**config.mk**
```make
export PLATFORM = sky130hd
export DESIGN_NAME = control_sequencer
export DESIGN_NICKNAME = d
export VERILOG_FILES = /design/src/rtl/control_sequencer.sv
export SDC_FILE = /design/constraint.sdc
export NUM_CORES = 1
export LEC_CHECK = 0
export BUFFER_PORTS_ARGS = -buffer_cell sky130_fd_sc_hd__buf_2
export CELL_PAD_IN_SITES_DETAIL_PLACEMENT = 0
export CELL_PAD_IN_SITES_GLOBAL_PLACEMENT = 1
export CORE_MARGIN = 2
export CORE_UTILIZATION = 25
export DETAILED_ROUTE_END_ITERATION = 10
export PLACE_DENSITY_LB_ADDON = 0.1
export SYNTH_ARGS = -nofsm -noshare
export SYNTH_HDL_FRONTEND = slang
export SYNTH_SLANG_ARGS = --single-unit
```
**constraint.sdc**
```tcl
create_clock -name clk -period 2.6 [get_ports clk]
set_clock_uncertainty 0.1 [all_clocks]
set_input_delay 0.26 -clock clk [delete_from_list [all_inputs] [get_ports clk]]
set_output_delay 0.26 -clock clk [all_outputs]
set_load 0.02 [all_outputs]
```
**src/rtl/control_sequencer.sv**
```systemverilog
`default_nettype none
// ============================================================================
//  Module      : control_sequencer
//  Description : Hardwired control unit for the Datapath.
//                - Fetch runs in T0-T2, one clock per step.
//                - Opcode-specific execute steps run in T3-T7.
//                - Control strobes are decoded combinationally from the
//                  step register and IR[31:27].
//  Revision    : 1.0  initial release
// ============================================================================
module control_sequencer #(
   parameter int              OP_W    = 5,
   parameter logic [OP_W-1:0] ALU_ADD = 5'b00011,
   parameter logic [OP_W-1:0] ALU_AND = 5'b01010,
   parameter logic [OP_W-1:0] ALU_OR  = 5'b01011
) (
   input  logic            clk,
   input  logic            clr,
   input  logic [31:0]     IR,
   output logic            PC_out,
   output logic            MAR_enable,
   output logic            Read,
   output logic            MDR_enable,
   output logic            MDR_out,
   output logic            IR_enable,
   output logic            IncPC,
   output logic            PC_enable,
   output logic            Gra,
   output logic            Grb,
   output logic            Grc,
   output logic            R_in,
   output logic            R_out,
   output logic            BA_out,
   output logic            Y_enable,
   output logic            Z_enable,
   output logic            ZLow_out,
   output logic            C_out,
   output logic            HI_out,
   output logic            LO_out,
   output logic            in_port_out,
   output logic            out_port_enable,
   output logic            RAM_write_enable,
   output logic [OP_W-1:0] opcode,
   output logic            run
);

   // Opcode map
   localparam logic [OP_W-1:0] c_OP_LD   = OP_W'(5'b00000);
   localparam logic [OP_W-1:0] c_OP_LDI  = OP_W'(5'b00001);
   localparam logic [OP_W-1:0] c_OP_ST   = OP_W'(5'b00010);
   localparam logic [OP_W-1:0] c_OP_ADD  = OP_W'(5'b00011);
   localparam logic [OP_W-1:0] c_OP_SUB  = OP_W'(5'b00100);
   localparam logic [OP_W-1:0] c_OP_AND  = OP_W'(5'b01010);
   localparam logic [OP_W-1:0] c_OP_OR   = OP_W'(5'b01011);
   localparam logic [OP_W-1:0] c_OP_ADDI = OP_W'(5'b01100);
   localparam logic [OP_W-1:0] c_OP_ANDI = OP_W'(5'b01101);
   localparam logic [OP_W-1:0] c_OP_ORI  = OP_W'(5'b01110);
   localparam logic [OP_W-1:0] c_OP_IN   = OP_W'(5'b10110);
   localparam logic [OP_W-1:0] c_OP_OUT  = OP_W'(5'b10111);
   localparam logic [OP_W-1:0] c_OP_MFHI = OP_W'(5'b11000);
   localparam logic [OP_W-1:0] c_OP_MFLO = OP_W'(5'b11001);
   localparam logic [OP_W-1:0] c_OP_HALT = OP_W'(5'b11011);

   typedef enum logic [3:0] {
      S_RESET = 4'd0,
      S_T0    = 4'd1,
      S_T1    = 4'd2,
      S_T2    = 4'd3,
      S_T3    = 4'd4,
      S_T4    = 4'd5,
      S_T5    = 4'd6,
      S_T6    = 4'd7,
      S_T7    = 4'd8,
      S_HALT  = 4'd9
   } state_t;

   state_t          r_state;
   logic [OP_W-1:0] w_op;
   logic            w_is_rtype;
   logic            w_is_imm;
   logic            w_is_mem;
   logic            w_is_ld;
   logic [OP_W-1:0] w_imm_alu;
   logic            w_unused_ir;

   assign w_op        = IR[31 -: OP_W];
   // Only the opcode field steers sequencing; operand fields go to the Datapath.
   assign w_unused_ir = ^IR[31-OP_W:0];

   // Instruction class decode
   assign w_is_rtype = (w_op == c_OP_ADD) || (w_op == c_OP_SUB) ||
                       (w_op == c_OP_AND) || (w_op == c_OP_OR);
   assign w_is_imm   = (w_op == c_OP_ADDI) || (w_op == c_OP_ANDI) ||
                       (w_op == c_OP_ORI)  || (w_op == c_OP_LDI);
   assign w_is_ld    = (w_op == c_OP_LD);
   assign w_is_mem   = w_is_ld || (w_op == c_OP_ST);

   // ALU code for immediate forms; ldi computes an address-style add
   always_comb begin
      w_imm_alu = ALU_ADD;
      if (w_op == c_OP_ANDI) w_imm_alu = ALU_AND;
      else if (w_op == c_OP_ORI) w_imm_alu = ALU_OR;
   end

   // Step sequencing: fetch, then execute length chosen by instruction class
   always_ff @(posedge clk or negedge clr) begin
      if (!clr) begin
         r_state <= S_RESET;
      end else begin
         case (r_state)
            S_RESET: r_state <= S_T0;
            S_T0:    r_state <= S_T1;
            S_T1:    r_state <= S_T2;
            S_T2:    r_state <= S_T3;
            S_T3: begin
               if (w_op == c_OP_HALT)
                  r_state <= S_HALT;
               else if (w_is_rtype || w_is_imm || w_is_mem)
                  r_state <= S_T4;
               else
                  r_state <= S_T0;
            end
            S_T4:    r_state <= S_T5;
            S_T5:    r_state <= w_is_mem ? S_T6 : S_T0;
            S_T6:    r_state <= S_T7;
            S_T7:    r_state <= S_T0;
            S_HALT:  r_state <= S_HALT;
            default: r_state <= S_RESET;
         endcase
      end
   end

   // Control strobe decode from current step and opcode
   always_comb begin
      PC_out           = 1'b0;
      MAR_enable       = 1'b0;
      Read             = 1'b0;
      MDR_enable       = 1'b0;
      MDR_out          = 1'b0;
      IR_enable        = 1'b0;
      IncPC            = 1'b0;
      PC_enable        = 1'b0;
      Gra              = 1'b0;
      Grb              = 1'b0;
      Grc              = 1'b0;
      R_in             = 1'b0;
      R_out            = 1'b0;
      BA_out           = 1'b0;
      Y_enable         = 1'b0;
      Z_enable         = 1'b0;
      ZLow_out         = 1'b0;
      C_out            = 1'b0;
      HI_out           = 1'b0;
      LO_out           = 1'b0;
      in_port_out      = 1'b0;
      out_port_enable  = 1'b0;
      RAM_write_enable = 1'b0;
      opcode           = '0;
      run              = (r_state != S_RESET) && (r_state != S_HALT);

      case (r_state)
         S_T0: begin
            PC_out     = 1'b1;
            MAR_enable = 1'b1;
         end
         S_T1: begin
            Read       = 1'b1;
            MDR_enable = 1'b1;
            IncPC      = 1'b1;
            PC_enable  = 1'b1;
         end
         S_T2: begin
            MDR_out   = 1'b1;
            IR_enable = 1'b1;
         end
         S_T3: begin
            if (w_is_rtype || w_is_imm || w_is_mem) begin
               // ldi and memory ops read base through BA so R0 reads as zero
               Grb      = 1'b1;
               Y_enable = 1'b1;
               if (w_is_mem || (w_op == c_OP_LDI)) BA_out = 1'b1;
               else                                R_out  = 1'b1;
            end else if (w_op == c_OP_MFHI) begin
               HI_out = 1'b1;
               Gra    = 1'b1;
               R_in   = 1'b1;
            end else if (w_op == c_OP_MFLO) begin
               LO_out = 1'b1;
               Gra    = 1'b1;
               R_in   = 1'b1;
            end else if (w_op == c_OP_IN) begin
               in_port_out = 1'b1;
               Gra         = 1'b1;
               R_in        = 1'b1;
            end else if (w_op == c_OP_OUT) begin
               Gra             = 1'b1;
               R_out           = 1'b1;
               out_port_enable = 1'b1;
            end
         end
         S_T4: begin
            Z_enable = 1'b1;
            if (w_is_rtype) begin
               Grc    = 1'b1;
               R_out  = 1'b1;
               opcode = w_op;
            end else if (w_is_imm) begin
               C_out  = 1'b1;
               opcode = w_imm_alu;
            end else begin
               C_out  = 1'b1;
               opcode = ALU_ADD;
            end
         end
         S_T5: begin
            ZLow_out = 1'b1;
            if (w_is_mem) begin
               MAR_enable = 1'b1;
            end else begin
               Gra  = 1'b1;
               R_in = 1'b1;
            end
         end
         S_T6: begin
            MDR_enable = 1'b1;
            if (w_is_ld) begin
               Read = 1'b1;
            end else begin
               Gra   = 1'b1;
               R_out = 1'b1;
            end
         end
         S_T7: begin
            if (w_is_ld) begin
               MDR_out = 1'b1;
               Gra     = 1'b1;
               R_in    = 1'b1;
            end else begin
               RAM_write_enable = 1'b1;
            end
         end
         default: ;
      endcase
   end

endmodule
`default_nettype wire
```
==> results of run 1 <==
power breakdown:
group	total, mW	leakage (nW)	internal [mW]	switching [mW]
sequential	0.171	0.0507	0.0880	0.0834
clock	0.0754	0.0138	0.0515	0.0239
combinational	0.507	0.402	0.197	0.310
total	0.754	0.466	0.337	0.417
synthesized netlist by cell type (3+ instances only):
master     n
buf_2      5
nand2_1   12
a21oi_1    6
nor2_1    13
dfrtp_1    4
buf_4      3
nand2b_1   7
nor3_1     5
inv_1      3
nand3_1    7
nor2b_1    4
timing repair:
item	in CTS	in global routing
hold buffers	1	0
endpoints found under the hold margin	4	0
setup endpoints to repair	0	0
buffers inserted	0	0
worst min path at each step:
stage,endpoint,depth (start not counted)
after floorplan,r_state[0],0
after global placement,r_state[3],1
after detailed placement,r_state[3],1
after CTS,r_state[3],2
after global routing,r_state[3],2
final,r_state[3],2
area by class of cell:
class                           count  area, um2  share of cell area
Sequential cell                     4      100.1              0.1108
Clock buffer                        3      22.52             0.02493
Multi-Input combinational cell     88      550.5              0.6094
Timing Repair Buffer               35      180.2              0.1994
Tap cell                           31      38.79             0.04294
Inverter                            3      11.26             0.01247
kinds of logic after synthesis:
logic type,synth area share
DFF,0.1396
AOI/OAI and AO/OA,0.2164
xor gates and xnor gates,0.02444
and+or+nand+nor,0.5218
buffers and inverters,0.09249
other,0.005231
layer usage:
layer | vias to the layer above | track usage | part of all wire
met3 | 2 | 0.02268 | 0.053
li1 | 424 | - | -
met4 | 0 | 0.04983 | 0.0065
met5 | - | 0 | 0
met2 | 22 | 0.1867 | 0.44
met1 | 396 | 0.2000 | 0.50
==> metrics.txt, run 1 <==
# diodes=0; ANT nets after route=0; dpl hpwl=between 1500 and 2000 um; CP bufs+invs=1; static leakage=between 0.4 and 0.5 nW; post-placement cell count=between 150 and 200; crit path kind=reg2out; via count=844; Die Height=between 50 and 60 um; critical path's slowest cell=dfrtp_1; crit start category=register; Tot Pwr=about 0.75 mW; worst hold path class=in2async; capturing point of the worst reg2reg path=r_state[2]; status=finished, final reports clean; async set-or-reset flop fraction in the synthesized netlist=1.000; YS warnings=0; vias in the first global route=744; PortBufs=34; final setup TNS=0 ns; Pins Over Slew Limit=0; Synth area leaders=dfrtp_1 14%, nor2_1 6.8%, nand2_1 6.3%, nand2b_1 6.1%, nand3_1 4.9%; DRC Markers=0; global-route wire length before repair=3491 um; Worst Path Arrival=approximately 2 ns; clk root buf=clkbuf_4; Crit Path Max Fanout=13; Reg2Reg Depth=4; Critical Path End Type=output port; Routed WL per cell=13.15 um; Horiz. Die Dim=~58 um; worst-path cell chain=or4b_4 -> or2_0 -> a21o_1 -> o211ai_2 -> buf_2; Core ar.=between 2000 and 3000 um2; final setup vio count=0; Post-Syn Area=approximately 720 um2; routed wire length=between 2000 and 2500 um; DRT iter0 DRCs=12; initial antenna violation count=0; worst r2r src=r_state[0]; Non-Filler Instances=about 160; Avg Vias per Cell=roughly 5.1; Worst path depth=5; Largest register FFs=4; most used cells in the layout excluding fill and tap cells=34 x buf_2, 13 x nor2_1, 12 x nand2_1; Final Hold Viols=0; Post-Syn Area per Cell=6.828 um2; fin area=903.4 um2; last weighted congestion value of the routability-driven placer=0.7659; Layout Nets=approximately 170; Std-Cell Rows=19; Top Family by Delay on Critical Path=simple AND/OR/NAND/NOR gates; post-synth cell types=38; # IOs=63; CTS Buf Count=3; layout overhead on the synthesized area=26.00%; CTS tree=built; top cell type's share of synthesized area=0.1396; clk_lat worst skew=about 0.23 ns; Max-slew headroom=0.6686; post-layout util=0.3304; biggest regs=r_state x4; commonest register cell after synthesis=dfrtp_1; crit path from=r_state[3]; Max clock buf depth=2; most common cell after layout, fill and taps aside=buf_2; CP endpoint=Gra; RSZ-0062 raised after global routing=no; largest area contributor in the netlist=dfrtp_1; Power per Cell Area=around 830 nW/um2; pin count of the biggest net entering global routing=15; Max Freq=between 0.4 and 0.5 GHz; share of cells above drive strength 1=0.3383; Peak VDD IR=0.0005497 V; Reg2Reg Setup Slack=roughly 0.8 ns; Global Route Usage Sum=0.1328; worst-margin pin slew=approximately 0.5 ns; dpl ws=between 0.4 and 0.5 ns; CTS HTree Levels=1; Area after DPL=slightly below 900 um2; maxcap violations=0; DRT Pass-1 Iters=4; Post-synth EDFFs=0; CP required=between 2 and 2.5 ns; Final Cycle Share=0.9135; Post-Synthesis Cells=105; CTS-repair resized insts=0; Setup WS post-layout=~0.23 ns; FF+latch count, synth=4; Filler cells=roughly 300; register with the most flip-flops=r_state; CP max stage delay=0.61 ns; Hold Slack=about 0.25 ns; Seq/Total Area, Yosys=0.1396; Initial Util=0.2622; Sink Count=4; Clock Pin Slew Worst Setup and Hold Paths=0.04 ns; Syn Nets=~140; post-layout min period=~2.4 ns; Die Area=around 3300 um2; total grt overflow=0
No activity file was read; power rests on OpenSTA's default activity.
==> inputs of run 2 (changes only) <==
--- a/config.mk
+++ b/config.mk
@@ -11,6 +11,7 @@
 export CORE_MARGIN = 2
 export CORE_UTILIZATION = 25
 export DETAILED_ROUTE_END_ITERATION = 10
+export MAX_ROUTING_LAYER = met4
 export PLACE_DENSITY_LB_ADDON = 0.1
 export SYNTH_ARGS = -nofsm -noshare
 export SYNTH_HDL_FRONTEND = slang
==> run 2 against run 1 <==
Via count grew 0.59%. Global-route usage grew 0.35 points. Sequential cell count is the same. Power is essentially flat.
==> metrics.txt, run 2 (synthesis results as in run 1) <==
CTS HTree Levels=1 (unchanged); Die Height=57.55 um (unchanged); most used cells in the layout excluding fill and tap cells=34 x buf_2, 13 x nor2_1, 12 x nand2_1 (unchanged); layout overhead on the synthesized area=26.00% (unchanged); Final Cycle Share=0.9135 (about the same); initial antenna violation count=0 (unchanged); worst-margin pin slew=0.4925 ns (about the same); Global Route Usage Sum=0.1363 (was 0.1328); met2 usage=0.1883 (was 0.1867); biggest regs=r_state x4 (unchanged); static leakage=0.4661 nW (unchanged); DRT Pass-1 Iters=4 (unchanged); GR peak layer=met1 (unchanged); Worst Path Arrival=2.01 ns (about the same); vias in the first global route=748 (was 744); dpl ws=0.4827 ns (unchanged); Layout Nets=169 (unchanged); Die Area=3312 um2 (unchanged); Setup Buffers After CTS=0 (unchanged); Filler cells=298 (unchanged); Largest register FFs=4 (unchanged); DRT iter0 DRCs=17 (was 12); Power per Cell Area=834.3 nW/um2 (was 834.4 nW/um2); share of cells above drive strength 1=0.3383 (unchanged); Initial Util=0.2622 (unchanged); clk root buf=clkbuf_4 (unchanged); M1 GR Usage=0.1972 (was 0.2000); crit start category=register (unchanged); ANT nets after route=0 (unchanged); Crit Path Max Fanout=13 (unchanged); Reg2Reg Depth=4 (unchanged); Avg Vias per Cell=5.177 (was 5.146); total grt overflow=0 (unchanged); dpl hpwl=1663 um (unchanged); area occupied by multi-input gates=550.5 um2 (unchanged); pin count of the biggest net entering global routing=15 (unchanged); worst r2r src=r_state[0] (unchanged); PortBufs=34 (unchanged); RSZ-0062 raised after global routing=no (unchanged); routed wire length=2151 um (was 2157 um); met3 usage=0.02268 (unchanged); # IOs=63 (unchanged); Max Freq=0.4211 GHz (unchanged); Reg area=100.1 um2 (unchanged); CP endpoint=Gra (unchanged); via count=849 (was 844); Std-Cell Rows=19 (unchanged); most common cell after layout, fill and taps aside=buf_2 (unchanged); Reg2Reg Setup Slack=0.79 ns (about the same); CTS-repair resized insts=0 (unchanged); Horiz. Die Dim=57.55 um (unchanged); post-layout min period=2.375 ns (about the same); status=finished, final reports clean (unchanged); crit path from=r_state[3] (unchanged); crit path kind=reg2out (unchanged); worst hold path class=in2async (unchanged); final setup TNS=0 ns (unchanged); Routed WL per cell=13.12 um (was 13.15 um); Max-slew headroom=0.6686 (about the same); capturing point of the worst reg2reg path=r_state[2] (unchanged); # diodes=0 (unchanged); CTS Buf Count=3 (unchanged); Critical Path End Type=output port (unchanged); final setup vio count=0 (unchanged); global-route wire length before repair=3477 um (was 3491 um); Setup WS post-layout=0.2250 ns (about the same); CP required=2.24 ns (about the same); maxcap violations=0 (unchanged); Pins Over Slew Limit=0 (unchanged); Sink Count=4 (unchanged); Peak VDD IR=0.0005498 V (was 0.0005497 V); last weighted congestion value of the routability-driven placer=0.7761 (was 0.7659); clk_lat worst skew=0.23 ns (about the same); register with the most flip-flops=r_state (unchanged); Max clock buf depth=2 (unchanged); DRC Markers=0 (unchanged); Clock Pin Slew Worst Setup and Hold Paths=0.04 ns (about the same); Core ar.=2734 um2 (unchanged); CTS tree=built (unchanged); Final Hold Viols=0 (unchanged)
==> run 2: how the worst min path moves through the flow <==
stage                 endpoint  cells after the start  slack, ns  start
floorplan           r_state[0]                      0      -0.14    clr
global route        r_state[3]                      2       0.26    clr
CTS                 r_state[3]                      2       0.24    clr
finish              r_state[3]                      2       0.25    clr
global placement    r_state[3]                      1      -0.04    clr
detailed placement  r_state[3]                      1      -0.04    clr
==> run 2: routing by layer <==
layer / wire [um] / share of wire
met2: 949 / 0.44
met4: 14 / 0.0065
met5: 0 / 0
met3: 134 / 0.062
met1: 1052 / 0.49
==> run 2: where the power goes <==
group	leakage (nW)	internal, mW	total [mW]	switching (mW)
logic	0.402	0.197	0.507	0.310
registers	0.0507	0.0880	0.171	0.0834
clock network	0.0138	0.0515	0.0754	0.0239
total	0.466	0.337	0.754	0.417
==> run 2: final cells by class <==
type,instances,area share
timing repair buffer,35,0.1994
tap,31,0.04294
multi-input combinational,88,0.6094
sequential,4,0.1108
clock buffer,3,0.02493
inverter,3,0.01247
==> run 2: what timing repair did <==
action                     4_1_cts  5_1_grt
hold endpoints to repair         4        0
setup endpoints to repair        0        0
hold buffers                     1        0
==> run 2: critical path, cell delays in order, from the launching register on <==
cell      delay (ns)
dfrtp_1         0.61
or4b_4          0.53
or2_0           0.21
a21o_1          0.18
o211ai_2        0.07
buf_2           0.19
==> run 2: per-stage QoR <==
stage                     cell area [um2]  instances    util  total power [mW]  hold WS (ns)
final                               903.4        164  0.3304            0.7536        0.2515
after CTS                           903.4        164  0.3304            0.7660        0.2440
after global placement              870.8        160  0.3185            0.6810      -0.03561
after detailed placement            870.8        160  0.3185            0.6849      -0.03526
after floorplan                     716.9        105       -            0.5467       -0.1356
after global routing                903.4        164  0.3304            0.8217        0.2615
==> inputs of run 3 (changes only) <==
--- a/config.mk
+++ b/config.mk
@@ -12,7 +12,7 @@
 export CORE_UTILIZATION = 25
 export DETAILED_ROUTE_END_ITERATION = 10
 export MAX_ROUTING_LAYER = met4
-export PLACE_DENSITY_LB_ADDON = 0.1
+export PLACE_DENSITY = 0.86
 export SYNTH_ARGS = -nofsm -noshare
 export SYNTH_HDL_FRONTEND = slang
 export SYNTH_SLANG_ARGS = --single-unit
==> run 3 against run 2 <==
Non-clock buffer count unchanged. Combinational power about the same. First-iteration DRC count up 5.9%. Cell count unchanged. Worst hold slack better by 0.0031 ns. Sequential cell count unchanged. Critical path type unchanged. Highest routed layer unchanged.
==> metrics.txt, run 3 (synthesis results as in run 1) <==
status=finished, final reports clean (unchanged); CP required=2.24 ns (about the same); routed wire length=2024 um (was 2151 um); Hold Slack=0.2547 ns (was 0.2515 ns); RSZ-0062 raised after global routing=no (unchanged); crit start category=register (unchanged); Layout Nets=169 (unchanged); share of cells above drive strength 1=0.3383 (unchanged); Sink Count=4 (unchanged); most common cell after layout, fill and taps aside=buf_2 (unchanged); Max clock buf depth=2 (unchanged); Critical Path End Type=output port (unchanged); final setup TNS=0 ns (unchanged); DRC Markers=0 (unchanged); most used cells in the layout excluding fill and tap cells=34 x buf_2, 13 x nor2_1, 12 x nand2_1 (unchanged); post-layout min period=2.350 ns (was 2.375 ns); Worst Path Arrival=1.99 ns (was 2.01 ns); Horiz. Die Dim=57.55 um (unchanged); initial antenna violation count=0 (unchanged); Die Height=57.55 um (unchanged); DRT iter0 DRCs=18 (was 17); Initial Util=0.2622 (unchanged); Seq pwr share=0.225 (was 0.227); CTS-repair resized insts=0 (unchanged); Crit Path Max Fanout=13 (unchanged); DRT Pass-1 Iters=4 (unchanged); Peak VDD IR=0.0003023 V (was 0.0005498 V); Max Freq=0.4256 GHz (was 0.4211 GHz); clk root buf=clkbuf_4 (unchanged); total grt overflow=0 (unchanged); biggest regs=r_state x4 (unchanged); CTS tree=built (unchanged); layout overhead on the synthesized area=26.00% (unchanged); pin count of the biggest net entering global routing=15 (unchanged); fin area=903.4 um2 (unchanged); Routed WL per cell=12.34 um (was 13.12 um); M1 GR Usage=0.1460 (was 0.1972); GR peak layer=met2 (was met1); via count=833 (was 849); Setup Buffers After CTS=0 (unchanged); Power per Cell Area=833.4 nW/um2 (was 834.3 nW/um2); last weighted congestion value of the routability-driven placer=0.9103 (was 0.7761); Final Hold Viols=0 (unchanged); met2 usage=0.2224 (was 0.1883); Std-Cell Rows=19 (unchanged); Largest register FFs=4 (unchanged); final setup vio count=0 (unchanged); Top Family by Delay on Critical Path=simple AND/OR/NAND/NOR gates (unchanged); Die Area=3312 um2 (unchanged); switching portion of total power=0.5526 (was 0.5533); CTS HTree Levels=1 (unchanged); Core ar.=2734 um2 (unchanged); CP bufs+invs=1 (unchanged); critical path's slowest cell=dfrtp_1 (unchanged); CP max stage delay=0.59 ns (was 0.61 ns); global-route wire length before repair=3305 um (was 3477 um); Avg Vias per Cell=5.079 (was 5.177); # IOs=63 (unchanged); worst hold path class=in2async (unchanged); switching power=0.4160 mW (was 0.4170 mW); CTS Buf Count=3 (unchanged); Logic pwr share=0.675 (was 0.673); met3 usage=0.01587 (was 0.02268); ANT nets after route=0 (unchanged); Final Cycle Share=0.9037 (was 0.9135); Clock Pin Slew Worst Setup and Hold Paths=0.04 ns (about the same); # diodes=0 (unchanged); Hold Buf Count CTS=1 (unchanged); register with the most flip-flops=r_state (unchanged); vias in the first global route=785 (was 748); PortBufs=34 (unchanged); internal cell power=0.3368 mW (was 0.3367 mW); crit path kind=reg2out (unchanged); worst-path cell chain=or4b_4 -> or2_0 -> a21o_1 -> o211ai_2 -> buf_2 (unchanged); dpl hpwl=1573 um (was 1663 um); maxcap violations=0 (unchanged); Global Route Usage Sum=0.1291 (was 0.1363); Area after DPL=870.8 um2 (unchanged); clk_lat worst skew=0.23 ns (about the same); static leakage=0.4661 nW (unchanged); clock share of power=0.101 (was 0.100); Pins Over Slew Limit=0 (unchanged)
run 3: through the flow:
| stage | util | power, mW | setup slack, ns | cells |
|---|---|---|---|---|
| finish | 0.3304 | 0.7528 | 0.2504 | 164 |
| global route | 0.3304 | 0.8152 | 0.1455 | 164 |
| floorplan | - | 0.5467 | 0.5621 | 105 |
| global placement | 0.3185 | 0.6686 | 0.5171 | 160 |
| detailed placement | 0.3185 | 0.6813 | 0.4844 | 160 |
| CTS | 0.3304 | 0.7632 | 0.2312 | 164 |
run 3: final timing paths:
path                                 start         end  slack, ns  depth (start not counted)
worst max-delay path            r_state[3]         Gra       0.25                          5
worst min-delay path                   clr  r_state[0]       0.25                          2
worst max register to register  r_state[0]  r_state[2]       0.83                          4
worst min register to register  r_state[3]  r_state[1]       0.64                          1
max in group asynchronous              clr  r_state[2]       2.02                          2
min in group clk                    IR[28]  r_state[3]       0.38                          3
run 3: power by group through the flow:
stage / combinational (mW) / sequential, mW / clock (mW)
floorplan: 0.426 / 0.120 / 0
global placement: 0.504 / 0.164 / 0
detailed placement: 0.511 / 0.170 / 0
CTS: 0.514 / 0.170 / 0.0793
global route: 0.553 / 0.179 / 0.0833
finish: 0.508 / 0.169 / 0.0758
run 3: area by class of cell:
| class | instances | area (um2) |
|---|---|---|
| clock buffer | 3 | 22.52 |
| fill | 304 | 1831 |
| inverter | 3 | 11.26 |
| multi-input combinational | 88 | 550.5 |
| sequential | 4 | 100.1 |
| tap | 31 | 38.79 |
| timing repair buffer | 35 | 180.2 |
run 3: metal layers:
metal / wire length, um / part of all wire
met5: 0 / 0
met4: 16 / 0.0079
met3: 82 / 0.041
met2: 1092 / 0.54
met1: 832 / 0.41
